--- src/rtl/mem_arb_pkg.sv ---
// rtl/mem_arb_pkg.sv - shared types and constants for the memory arbiter
// Purpose: FSM state encoding, requester port ids and the default poison word.
// Ports: none (package).
package mem_arb_pkg;

    typedef enum logic [1:0] {
        IDLE    = 2'd0,
        BUSY_IF = 2'd1,
        BUSY_D  = 2'd2,
        DONE    = 2'd3
    } state_t;

    typedef enum logic {
        PORT_IF = 1'b0,
        PORT_D  = 1'b1
    } port_t;

    localparam logic [31:0] DEFAULT_POISON = 32'hDEADBEEF;

endpackage

--- src/rtl/mem_arb_watchdog.sv ---
// rtl/mem_arb_watchdog.sv - saturating access watchdog for the memory arbiter
// Purpose: counts cycles while enable is high; expire is raised in the cycle
//          whose count would reach TIMEOUT. TIMEOUT=0 disables expiry.
// Ports:
//   clock   in  system clock, rising edge
//   nreset  in  asynchronous active-low reset
//   clear   in  zero the count (takes priority over enable)
//   enable  in  advance the count this cycle
//   expire  out count reaches TIMEOUT at the next edge
module mem_arb_watchdog #(
    parameter int TIMEOUT = 16
) (
    input  logic clock,
    input  logic nreset,
    input  logic clear,
    input  logic enable,
    output logic expire
);

    // A zero-width counter is illegal, so the disabled build keeps one bit.
    localparam int CW = (TIMEOUT > 0) ? $clog2(TIMEOUT + 1) : 1;
    localparam logic [CW-1:0] MAX_CNT  = (TIMEOUT > 0) ? CW'(TIMEOUT) : '0;
    localparam logic [CW-1:0] LAST_CNT = (TIMEOUT > 0) ? CW'(TIMEOUT - 1) : '0;

    logic [CW-1:0] cnt_q, cnt_d;

    always_comb begin
        cnt_d = cnt_q;
        if (clear) begin
            cnt_d = '0;
        end else if (enable && (cnt_q != MAX_CNT)) begin
            cnt_d = cnt_q + CW'(1);
        end
    end

    always_ff @(posedge clock or negedge nreset) begin
        if (!nreset) begin
            cnt_q <= '0;
        end else begin
            cnt_q <= cnt_d;
        end
    end

    // The count is zero in the first busy cycle, so LAST_CNT marks the
    // TIMEOUT-th busy cycle.
    assign expire = (TIMEOUT != 0) && enable && (cnt_q == LAST_CNT);

endmodule

--- src/rtl/mem_arbiter.sv ---
// rtl/mem_arbiter.sv - fetch/data arbiter in front of a single-port memory
// Purpose: grants the instruction-fetch or load/store port, runs a registered
//          req/ack handshake to memory, returns read data with a one-cycle ack,
//          and aborts hung accesses with a poison word via a watchdog.
// Config:  MEM_ARB_RR_EN defined selects round-robin arbitration; undefined
//          gives fixed priority with the data port winning.
// Ports:
//   clock, nreset                 clock and asynchronous active-low reset
//   if_req/if_addr                fetch request and address
//   if_rdata/if_ack               fetch data and completion pulse
//   d_req/d_we/d_addr/d_wdata     data request, store flag, address, store data
//   d_rdata/d_ack                 load data and completion pulse
//   m_req/m_we/m_addr/m_wdata     memory request side (registered)
//   m_rdata/m_ack                 memory response side
//   grant_d                       last grant went to the data port
//   timeout                       sticky abort flag, cleared only by reset
module mem_arbiter
    import mem_arb_pkg::*;
#(
    parameter int              AW      = 32,
    parameter int              DW      = 32,
    parameter int              TIMEOUT = 16,
    parameter logic [DW-1:0]   POISON  = DW'(DEFAULT_POISON)
) (
    input  logic          clock,
    input  logic          nreset,
    input  logic          if_req,
    input  logic [AW-1:0] if_addr,
    output logic [DW-1:0] if_rdata,
    output logic          if_ack,
    input  logic          d_req,
    input  logic          d_we,
    input  logic [AW-1:0] d_addr,
    input  logic [DW-1:0] d_wdata,
    output logic [DW-1:0] d_rdata,
    output logic          d_ack,
    output logic          m_req,
    output logic          m_we,
    output logic [AW-1:0] m_addr,
    output logic [DW-1:0] m_wdata,
    input  logic [DW-1:0] m_rdata,
    input  logic          m_ack,
    output logic          grant_d,
    output logic          timeout
);

    state_t        state_q, state_d;
    logic          m_req_q, m_req_d;
    logic          m_we_q, m_we_d;
    logic [AW-1:0] m_addr_q, m_addr_d;
    logic [DW-1:0] m_wdata_q, m_wdata_d;
    logic [DW-1:0] if_rdata_q, if_rdata_d;
    logic          if_ack_q, if_ack_d;
    logic [DW-1:0] d_rdata_q, d_rdata_d;
    logic          d_ack_q, d_ack_d;
    logic          grant_d_q, grant_d_d;
    logic          timeout_q, timeout_d;
    logic          pick_d;
    logic          busy;
    logic          wd_expire;
    logic          finish;
    logic [DW-1:0] finish_data;

`ifdef MEM_ARB_RR_EN
    port_t         rr_last_q, rr_last_d;
`endif

    assign busy = (state_q == BUSY_IF) || (state_q == BUSY_D);

    mem_arb_watchdog #(
        .TIMEOUT (TIMEOUT)
    ) u_watchdog (
        .clock  (clock),
        .nreset (nreset),
        .clear  (!busy),
        .enable (busy),
        .expire (wd_expire)
    );

    always_comb begin
`ifdef MEM_ARB_RR_EN
        // Contention goes to the port not granted last; a lone request wins.
        pick_d = d_req && (!if_req || (rr_last_q == PORT_IF));
`else
        // The load/store belongs to the older instruction, so it goes first.
        pick_d = d_req;
`endif
    end

    always_comb begin
        state_d    = state_q;
        m_req_d    = m_req_q;
        m_we_d     = m_we_q;
        m_addr_d   = m_addr_q;
        m_wdata_d  = m_wdata_q;
        if_rdata_d = if_rdata_q;
        if_ack_d   = 1'b0;
        d_rdata_d  = d_rdata_q;
        d_ack_d    = 1'b0;
        grant_d_d  = grant_d_q;
        timeout_d  = timeout_q;
`ifdef MEM_ARB_RR_EN
        rr_last_d  = rr_last_q;
`endif

        // m_ack beats a same-cycle watchdog expiry.
        finish      = m_ack || wd_expire;
        finish_data = m_ack ? m_rdata : POISON;

        case (state_q)
            IDLE: begin
                if (d_req || if_req) begin
                    m_req_d   = 1'b1;
                    grant_d_d = pick_d;
`ifdef MEM_ARB_RR_EN
                    rr_last_d = pick_d ? PORT_D : PORT_IF;
`endif
                    if (pick_d) begin
                        state_d   = BUSY_D;
                        m_we_d    = d_we;
                        m_addr_d  = d_addr;
                        m_wdata_d = d_wdata;
                    end else begin
                        state_d   = BUSY_IF;
                        m_we_d    = 1'b0;
                        m_addr_d  = if_addr;
                        m_wdata_d = '0;
                    end
                end
            end
            BUSY_IF, BUSY_D: begin
                if (finish) begin
                    m_req_d = 1'b0;
                    state_d = DONE;
                    if (!m_ack) begin
                        timeout_d = 1'b1;
                    end
                    if (state_q == BUSY_D) begin
                        d_rdata_d = finish_data;
                        d_ack_d   = 1'b1;
                    end else begin
                        if_rdata_d = finish_data;
                        if_ack_d   = 1'b1;
                    end
                end
            end
            DONE: begin
                state_d = IDLE;
            end
            default: begin
                state_d = IDLE;
            end
        endcase
    end

    always_ff @(posedge clock or negedge nreset) begin
        if (!nreset) begin
            state_q    <= IDLE;
            m_req_q    <= 1'b0;
            m_we_q     <= 1'b0;
            m_addr_q   <= '0;
            m_wdata_q  <= '0;
            if_rdata_q <= '0;
            if_ack_q   <= 1'b0;
            d_rdata_q  <= '0;
            d_ack_q    <= 1'b0;
            grant_d_q  <= 1'b0;
            timeout_q  <= 1'b0;
`ifdef MEM_ARB_RR_EN
            rr_last_q  <= PORT_IF;
`endif
        end else begin
            state_q    <= state_d;
            m_req_q    <= m_req_d;
            m_we_q     <= m_we_d;
            m_addr_q   <= m_addr_d;
            m_wdata_q  <= m_wdata_d;
            if_rdata_q <= if_rdata_d;
            if_ack_q   <= if_ack_d;
            d_rdata_q  <= d_rdata_d;
            d_ack_q    <= d_ack_d;
            grant_d_q  <= grant_d_d;
            timeout_q  <= timeout_d;
`ifdef MEM_ARB_RR_EN
            rr_last_q  <= rr_last_d;
`endif
        end
    end

    assign m_req    = m_req_q;
    assign m_we     = m_we_q;
    assign m_addr   = m_addr_q;
    assign m_wdata  = m_wdata_q;
    assign if_rdata = if_rdata_q;
    assign if_ack   = if_ack_q;
    assign d_rdata  = d_rdata_q;
    assign d_ack    = d_ack_q;
    assign grant_d  = grant_d_q;
    assign timeout  = timeout_q;

endmodule

--- config.mk ---
export PLATFORM = sky130hd
export DESIGN_NAME = mem_arbiter
export DESIGN_NICKNAME = d
export VERILOG_FILES = /design/src/rtl/mem_arb_pkg.sv /design/src/rtl/mem_arb_watchdog.sv /design/src/rtl/mem_arbiter.sv
export SDC_FILE = /design/constraint.sdc
export NUM_CORES = 1
export LEC_CHECK = 0
export CAP_MARGIN = 0
export CORE_MARGIN = 5
export CORE_UTILIZATION = 40
export CTS_CLUSTER_DIAMETER = 150
export CTS_CLUSTER_SIZE = 8
export DETAILED_ROUTE_END_ITERATION = 10
export GPL_ROUTABILITY_DRIVEN = 0
export MAX_ROUTING_LAYER = met4
export PLACE_DENSITY = 0.77
export REMOVE_ABC_BUFFERS = 1
export SYNTH_ARGS = -nofsm -noshare
export SYNTH_HDL_FRONTEND = slang
export SYNTH_HIERARCHICAL = 1
export SYNTH_SLANG_ARGS = --single-unit
--- constraint.sdc ---
create_clock -name clock -period 4.4 [get_ports clock]
set_clock_uncertainty 0.15 [all_clocks]
set_input_delay 0.88 -clock clock [delete_from_list [all_inputs] [get_ports clock]]
set_output_delay 0.88 -clock clock [all_outputs]
set_load 0.05 [all_outputs]
---- Yosys cells after proc, flatten, opt, wreduce, memory -nomap -nowiden ----
Index checks and enable logic that the tools add are counted.
W data, S select, Z words.
operators by class
  bitwise logic cells ..................... 2
  equal/unequal tests ..................... 8
  reduce and logical (&&, ||, !) cells .... 14
  multiplexer cells ....................... 19
  $add $sub $neg .......................... 1
operator list
  operator               count
  $mux W32               3
  $reduce_and A3 Y1      4
  $mux W5                2
  $mux W1                9
  $mux W2                3
  $ne A2 B2 Y1 const B   3
  $pmux W2 S3            1
  $add A5 B1 Y5 const B  1
  $eq A5 B4 Y1 const B   1
  $ne A5 B5 Y1 const B   1
  $eq A2 B2 Y1 const B   2
  $reduce_and A2 Y1      2
  $logic_or A1 B1 Y1     3
  $eq A2 B1 Y1 const B   1
  $logic_and A1 B1 Y1    2
  $logic_not A2 Y1       1
  $not A1 Y1             2
  $pmux W1 S2            1
  $reduce_bool A2 Y1     1
  $reduce_or A2 Y1       1
storage, ports and cells
  word-level logic and storage cells ...... 56
  output and inout port bits .............. 134
  bits in registers ....................... 141

---- Longest topological paths before layout ----
Gate-level depths: netlist of the first run.
  depth in word-level cells ............... 6
  mapped depth ............................ 8
  depth with buffers taken out ............ 7

---- Cells and area by module ----
The synthesis of the first run kept the hierarchy.
by module, submodules not included
  module            sequential area each (um^2)  cells each  instances  area each (um^2)
  mem_arbiter       3,403.3                      486         1          5,760.5
  mem_arb_watchdog  125.1                        31          1          299.0

---- Worst setup path before layout of the first run ----
No wires, ideal clock.
  kind .................................... flip-flop to flip-flop
  start point ............................. register u_watchdog.cnt_q[0]
  end point ............................... register d_rdata_q[10] (netlist: d_rdata[10])
  setup slack ............................. 2.213 ns
  stages on the path, launching flop included .. 8
  arrival time ............................ 1.912 ns
  required time ........................... 4.125 ns
  setup time .............................. 0.125 ns
  cells stage by stage .................... dfrtp_1 ha_1 and3_1 ha_1 and2_1 o211ai_2 buf_2 mux2_2
between the ends
  cells in the longest elaborated chain, start to end .. 4
ends and longest elaborated chain
  element                             line                    text
  from (decl)                         mem_arb_watchdog.sv:25  logic [CW-1:0] cnt_q, cnt_d;
  from (signal assigned)              mem_arb_watchdog.sv:40  cnt_q <= cnt_d;
  $eq A5 B4 Y1                        mem_arb_watchdog.sv:46  assign expire = (TIMEOUT != 0) && enable && (cnt_q == LAST_CNT);
  $logic_and A1 B1 Y1                 mem_arb_watchdog.sv:46
  via wd_expire                       mem_arbiter.sv:60       logic wd_expire;
  $logic_or A1 B1 Y1                  mem_arbiter.sv:107      finish = m_ack || wd_expire;
  $reduce_and A3 Y1 (no source line)  n/a
  to (signal assigned)                mem_arbiter.sv:180      d_rdata_q <= d_rdata_d;
  to (decl)                           mem_arbiter.sv:54       logic [DW-1:0] d_rdata_q, d_rdata_d;
The timed path passes the listed nets, and every way through them passes these cells.
A chain may end at the register's enable or synchronous reset.

---- Worst setup path in the final report of the first run ----
  start point ............................. register d_rdata_q[7] (netlist: d_rdata[7])
  end point ............................... output port d_rdata[7]
RTL lines
  element    line               text
  to (decl)  mem_arbiter.sv:35  output logic [DW-1:0] d_rdata,
No word-level cell between the ends.

==> results of run 1 <==
metrics by stage:
step                instance area (sq um)  worst slack (ns)  std cells  utilization [%]
detailed placement                   8899             1.424        949            59.19
global placement                     8899             1.446        949            59.19
CTS                                  9468             1.679        980            62.98
floorplan                            5906             1.189        486                -
finish                               9468             1.705        980            62.98
global route                         9468             1.586        980            62.98
power by group:
group | switching (mW) | total [mW] | internal (mW) | leakage, nW
logic | 2.93 | 4.55 | 1.62 | 2.23
clock network | 0.554 | 1.38 | 0.830 | 0.268
registers | 0.342 | 2.22 | 1.87 | 1.69
total | 3.82 | 8.15 | 4.32 | 4.19
synthesized netlist by cell type (all sizes together), types with 2 or more instances:
| master | count | area, sq um |
|---|---|---|
| dfrtp | 141 | 3528 |
| nand2 | 106 | 397.9 |
| buf | 16 | 97.59 |
| and2 | 9 | 56.30 |
| clkbuf | 15 | 56.30 |
| ha | 6 | 75.07 |
| o21ai | 36 | 183.9 |
| or2b | 3 | 22.52 |
| nand3 | 33 | 165.2 |
| nand2b | 24 | 150.1 |
| inv | 10 | 37.53 |
| nor2 | 5 | 21.27 |
| mux2i | 33 | 330.3 |
| mux2 | 67 | 829.6 |
| a21oi | 2 | 10.01 |
sequential cells by signal (all words and copies together) (netlist names):
register          flops
d_ack                 1
d_rdata              32
grant_d               1
if_ack                1
if_rdata             32
m_addr               32
m_req                 1
m_wdata              32
m_we                  1
state_q               2
timeout               1
u_watchdog/cnt_q      5
layout make-up:
type	instances	area [sq um]	share of cell area, %
Multi-Input combinational cell	335	2356	24.88
Sequential cell	141	3528	37.27
Timing Repair Buffer	275	2741	28.95
Clock buffer	17	425.4	4.493
Inverter	10	37.54	0.3965
Tap cell	188	235.2	2.484
Clock inverter	14	143.9	1.520
path summary, 6_finish.rpt:
path,startpoint,endpoint,slack [ns],cells past startpoint
setup / recovery,d_rdata[7],d_rdata[7],1.71,1
hold / removal,m_wdata[8],m_wdata[8],0.32,2
setup reg to reg,state_q[1],if_rdata[31],1.74,7
hold reg to reg,m_wdata[8],m_wdata[8],0.32,2
max in group asynchronous,nreset,m_wdata[23],2.81,2
min in group asynchronous,nreset,if_rdata[18],0.38,1
kinds of logic (layout without fill, tap and decap cells):
group                      count (synthesis)  in the layout  synth area share [%]
and+or+nand+nor                          185            185                 14.12
xor gates and xnor gates                   1              1                0.1446
adders and majority gates                  6              6                 1.239
muxes                                    100            100                 19.14
buffers and inverters                     41            316                 3.159
DFF                                      141            141                 58.23
AOI/OAI and AO/OA                         43             43                 3.965
per-layer routing:
| metal | wire length, um | global-route usage, % | vias up |
|---|---|---|---|
| met2 | 7758 | 30.28 | 224 |
| met5 | 0 | - | - |
| met4 | 229 | 5.427 | 0 |
| met3 | 1545 | 7.795 | 22 |
| met1 | 7434 | 24.53 | 2267 |
| li1 | - | - | 2260 |
==> out/qor.tcl, run 1 <==
set qor(status) {finished clean}
set qor(path_buf_inv) 1
set qor(mean_instance_size_in_the_synthesized_netlist_sq_um) 11.72
set qor(area.growth.synth_to_final_pct) 56.25
set qor(totalPowerFinal_mw) 8.148
set qor(ports_placed_on_the_boundary) 268
set qor(cts_max_level) 4
set qor(num_antenna_cells) 0
set qor(synth-warning-count) 6
set qor(postCtsResizedCells) 0
set qor(cts.hold.buffers_added) 0
set qor(clk_pin_slew_ns) 0.06
set qor(n_fill_cell) 1153
set qor(root_buffer) {clkbuf_16}
set qor(end_kind) {primary output}
set qor(grt_first_pass_wirelength_mm) 26.79
set qor(critical_path_cell_by_cell) {clkdlybuf4s50_1}
set qor(drive_gt1_share_pct) 14.14
set qor(data_arrival_time_of_the_worst_path_ns) 1.66
set qor(detailed_placement_hpwl_mm) 12.52
set qor(syn-instance-count) 517
set qor(most-common-layout-cells) {clkdlybuf4s50_1, dfrtp_1, nand2_1}
set qor(clock_sink_count) 141
set qor(slowest_stage) {clkdlybuf4s50_1}
set qor(start_kind) {flip-flop}
set qor(number_of_violations_reported_at_the_end_of_detailed_routing_iteration_0) 224
set qor(worst_path_dominant_cell_family) {buffers and inverters}
set qor(min_path_type) {flip-flop to flip-flop}
set qor(maxCapViolCount) 0
set qor(tightestPinTransition_ns) 0.8973
set qor(tritoncts) {built}
set qor(track_usage_pct) 19.79
set qor(synth_seq_area_share_pct) 58.23
set qor(number_of_enable_type_register_cells_in_the_synthesized_netlist) 0
set qor(path_max_fanout) 2
set qor(synth.distinct_cells) 33
set qor(power_density_nw_per_um2) 860.6
set qor(max-vdd-ir-drop_mv) 0.3794
set qor(ys.flop_type) {dfrtp_1}
set qor(first_global_vias) 4980
set qor(post-cts-setup-buffer-count) 0
set qor(detailed_route_wl_mm) 16.97
set qor(detailedRoute.firstPassIterationCount) 4
set qor(drt-wirelength-per-cell_um) 17.31
set qor(die_height_um) 133.1
set qor(hold_slack_ns) 0.3177
set qor(final_hold_viol_count) 0
set qor(final_tns_setup_ns) 0
set qor(via_per_inst) 4.870
set qor(finalSetupViolations) 0
set qor(period_minus_slack_ns) 2.695
set qor(detail_route.drc_violations) 0
set qor(slowest_stage_delay_cp_ns) 0.85
set qor(leakage_nw) 4.190
set qor(worst_skew_pair.late_latency_ns) 0.42
set qor(chipWidth_um) 133.1
set qor(final.period_utilization_pct) 61.25
set qor(route.vias.total) 4773
set qor(timing.setup.critical_path_class) {flip-flop to primary output}
set qor(initial_antenna_violation_count) 0
set qor(cts-buffers-inserted) 17
set qor(worst-endpoint-required_ns) 3.37
set qor(numPortBuffers) 267
set qor(asyncSetResetFlopFracSynth_pct) 100.0
set qor(postRouteAntennaNets) 0
set qor(global_route.overflow_total) 0
set qor(maxClockFrequency_mhz) 371.1
set qor(finalMaxSlewViolations) 0
set qor(slew_headroom_pct) 40.18
set qor(design.die.area_sq_um) 17710
set qor(grt_start_max_net_pins) 99
set qor(floorplan.initialDensity_pct) 40.31
set qor(maximum_number_of_buffers_from_clock_root_to_sink) 2
set qor(synth-seq-cells) 141
set qor(grt_setup_unrepaired) {no}
set qor(floorplan.rows) 45
set qor(syn_area_sq_um) 6060
set qor(final_net_count) 920
set qor(floorplan.core_area_sq_um) 15030
set qor(mostFrequentLayoutCell) {clkdlybuf4s50_1}
Note: power is estimated with default switching activity, not from simulation.
==> inputs of run 2 (changes only) <==
--- a/config.mk
+++ b/config.mk
@@ -7,7 +7,7 @@
 export LEC_CHECK = 0
 export CAP_MARGIN = 0
 export CORE_MARGIN = 5
-export CORE_UTILIZATION = 40
+export CORE_UTILIZATION = 38
 export CTS_CLUSTER_DIAMETER = 150
 export CTS_CLUSTER_SIZE = 8
 export DETAILED_ROUTE_END_ITERATION = 10
==> constraint.sdc (replaced) <==
create_clock -name clock -period 2.34 [get_ports clock]
set_clock_uncertainty 0.15 [all_clocks]
set_input_delay 0.468 -clock clock [delete_from_list [all_inputs] [get_ports clock]]
set_output_delay 0.468 -clock clock [all_outputs]
set_load 0.05 [all_outputs]
==> run 2 against run 1 <==
- register-to-register slack worse by 1.7 ns
- combinational power is 100% higher
- final cell count is 5.2% higher
- routed wire length is 3.8% higher
- sequential share of layout area is 1.7 points lower
- via count is 2.1% higher
- setup slack worse by 1.7 ns
- clock-buffer cell count is 3 higher
- critical endpoint is now if_rdata[15]
- largest cell class unchanged
==> out/qor.tcl, run 2 (same netlist as run 1, synthesis figures left out) <==
set qor(final_tns_setup_ns) 0
set qor(chipWidth_um) 136.3
set qor(grt_setup_unrepaired) {yes}
set qor(pwr-share-comb_pct) 56.5
set qor(multi_input_area_sq_um) 2411
set qor(initial_antenna_violation_count) 1
set qor(cts-buffers-inserted) 17
set qor(finalMaxSlewViolations) 0
set qor(final_hold_viol_count) 0
set qor(end_kind) {flip-flop}
set qor(clk_pin_slew_ns) 0.06
set qor(switching_share_pct) 45.36
set qor(drt-wirelength-per-cell_um) 17.08
set qor(worst-endpoint-required_ns) 2.48
set qor(grt_start_max_net_pins) 58
set qor(data_arrival_time_of_the_worst_path_ns) 2.46
set qor(ff2ff_path_depth) 9
set qor(grt_first_pass_wirelength_mm) 26.74
set qor(floorplan.rows) 46
set qor(die_height_um) 136.3
set qor(min_path_type) {input pin to flip-flop}
set qor(hold-path-cell-count) 3
set qor(floorplan.initialDensity_pct) 38.42
set qor(power_density_nw_per_um2) 1619
set qor(global_route.overflow_total) 0
set qor(mostFrequentLayoutCell) {clkdlybuf4s50_1}
set qor(route.vias.total) 4873
set qor(clock_sink_count) 141
set qor(detail_route.drc_violations) 0
set qor(detailedRoute.firstPassIterationCount) 7
set qor(via_per_inst) 4.726
set qor(share_seq_of_total_power_pct) 25.9
set qor(track_usage_pct) 18.94
set qor(number_of_violations_reported_at_the_end_of_detailed_routing_iteration_0) 183
set qor(placed_area_sq_um) 9126
set qor(leakage_nw) 4.391
set qor(tritoncts) {built}
set qor(path_max_fanout) 8
set qor(design.die.area_sq_um) 18570
set qor(numPortBuffers) 267
set qor(finalInstanceArea_sq_um) 9925
set qor(start_kind) {flip-flop}
set qor(timing.setup.critical_path_class) {flip-flop to flip-flop}
set qor(area.growth.synth_to_final_pct) 63.78
set qor(detailed_placement_hpwl_mm) 12.93
set qor(cts_max_level) 4
set qor(floorplan.core_area_sq_um) 15770
set qor(most-common-layout-cells) {clkdlybuf4s50_1, dfrtp_1, nand2_1}
set qor(worst_skew_pair.late_latency_ns) 0.41
set qor(sequential_cell_area_sq_um) 3528
set qor(ports_placed_on_the_boundary) 268
set qor(maxClockFrequency_mhz) 432.7
set qor(tightestPinTransition_ns) 0.5616
set qor(switchingPower_mw) 7.291
set qor(root_buffer) {clkbuf_16}
set qor(final.period_utilization_pct) 98.77
set qor(maximum_number_of_buffers_from_clock_root_to_sink) 2
set qor(final_net_count) 942
set qor(clockPowerShare_pct) 17.7
set qor(p_int_mw) 8.782
set qor(n_fill_cell) 1222
set qor(max-vdd-ir-drop_mv) 0.6901
set qor(maxCapViolCount) 0
set qor(period_minus_slack_ns) 2.311
set qor(drive_gt1_share_pct) 16.95
set qor(postRouteAntennaNets) 0
set qor(first_global_vias) 5153
set qor(status) {finished clean}
set qor(detailed_route_wl_mm) 17.61
set qor(slew_headroom_pct) 62.44
set qor(finalSetupViolations) 0
run 2: critical path, stage by stage (launching register included):
cell	delay [ns]
dfrtp_1	0.42
ha_4	0.17
and3_4	0.18
ha_4	0.12
and2_4	0.17
nor2_4	0.05
nor3_4	0.29
buf_12	0.16
clkbuf_16	0.17
mux2_4	0.30
run 2: power groups by stage:
stage | sequential, mW | clock (mW) | combinational (mW)
final | 4.16 | 2.84 | 9.08
after global routing | 4.29 | 2.99 | 9.52
after CTS | 4.16 | 2.88 | 8.89
after detailed placement | 4.18 | 0 | 8.86
after global placement | 4.12 | 0 | 8.69
after floorplan | 7.64 | 0 | 2.03
run 2: final cells by class:
type	count	area share (%)
antenna	1	0.02521
clock buffer	20	4.602
clock inverter	11	1.677
inverter	10	0.3782
multi-input combinational	335	24.29
sequential	141	35.55
tap	216	2.723
timing repair buffer	297	30.75
run 2: worst paths after layout:
check / from / endpoint / slack, ns
max in group asynchronous: nreset / d_rdata[29] / 0.97
min in group asynchronous: nreset / if_rdata[21] / 0.44
min reg2reg: m_wdata[29] / m_wdata[29] / 0.32
min: d_req / m_wdata[6] / 0.30
max: u_watchdog/cnt_q[1] / if_rdata[15] / 0.03
max reg2reg: u_watchdog/cnt_q[1] / if_rdata[15] / 0.03
run 2: timing repair:
item / in CTS / in global routing
gates resized for setup: 0 / 14
hold buffers: 1 / 0
setup endpoints to repair: 0 / 62
setup buffers: 0 / 4
hold endpoints to repair: 48 / 0
run 2: metrics by stage:
step                utilization, %  power [mW]  std cells  setup slack (ns)  hold slack (ns)
floorplan                        -       9.664        486           -0.5438          0.02241
detailed placement           57.87       13.04        991          -0.03709           0.3038
CTS                          61.89       15.93       1023           0.01112           0.2831
global route                 62.93       16.80       1031          -0.04797           0.2959
global placement             57.87       12.81        991         -0.004177           0.2988
finish                       62.93       16.07       1031           0.02875           0.3006
run 2: layer usage:
layer	part of all wire, %	vias up	track usage (%)
met3	9.0	23	6.477
met1	40	2323	22.22
li1	-	2307	-
met2	49	220	30.65
met4	1.6	0	6.271
met5	0	-	-
==> inputs of run 3 (changes only) <==
--- a/config.mk
+++ b/config.mk
@@ -5,7 +5,6 @@
 export SDC_FILE = /design/constraint.sdc
 export NUM_CORES = 1
 export LEC_CHECK = 0
-export CAP_MARGIN = 0
 export CORE_MARGIN = 5
 export CORE_UTILIZATION = 38
 export CTS_CLUSTER_DIAMETER = 150
==> results of run 3 <==
Same layout as run 2: the final DEF is identical, and so are final timing and power.
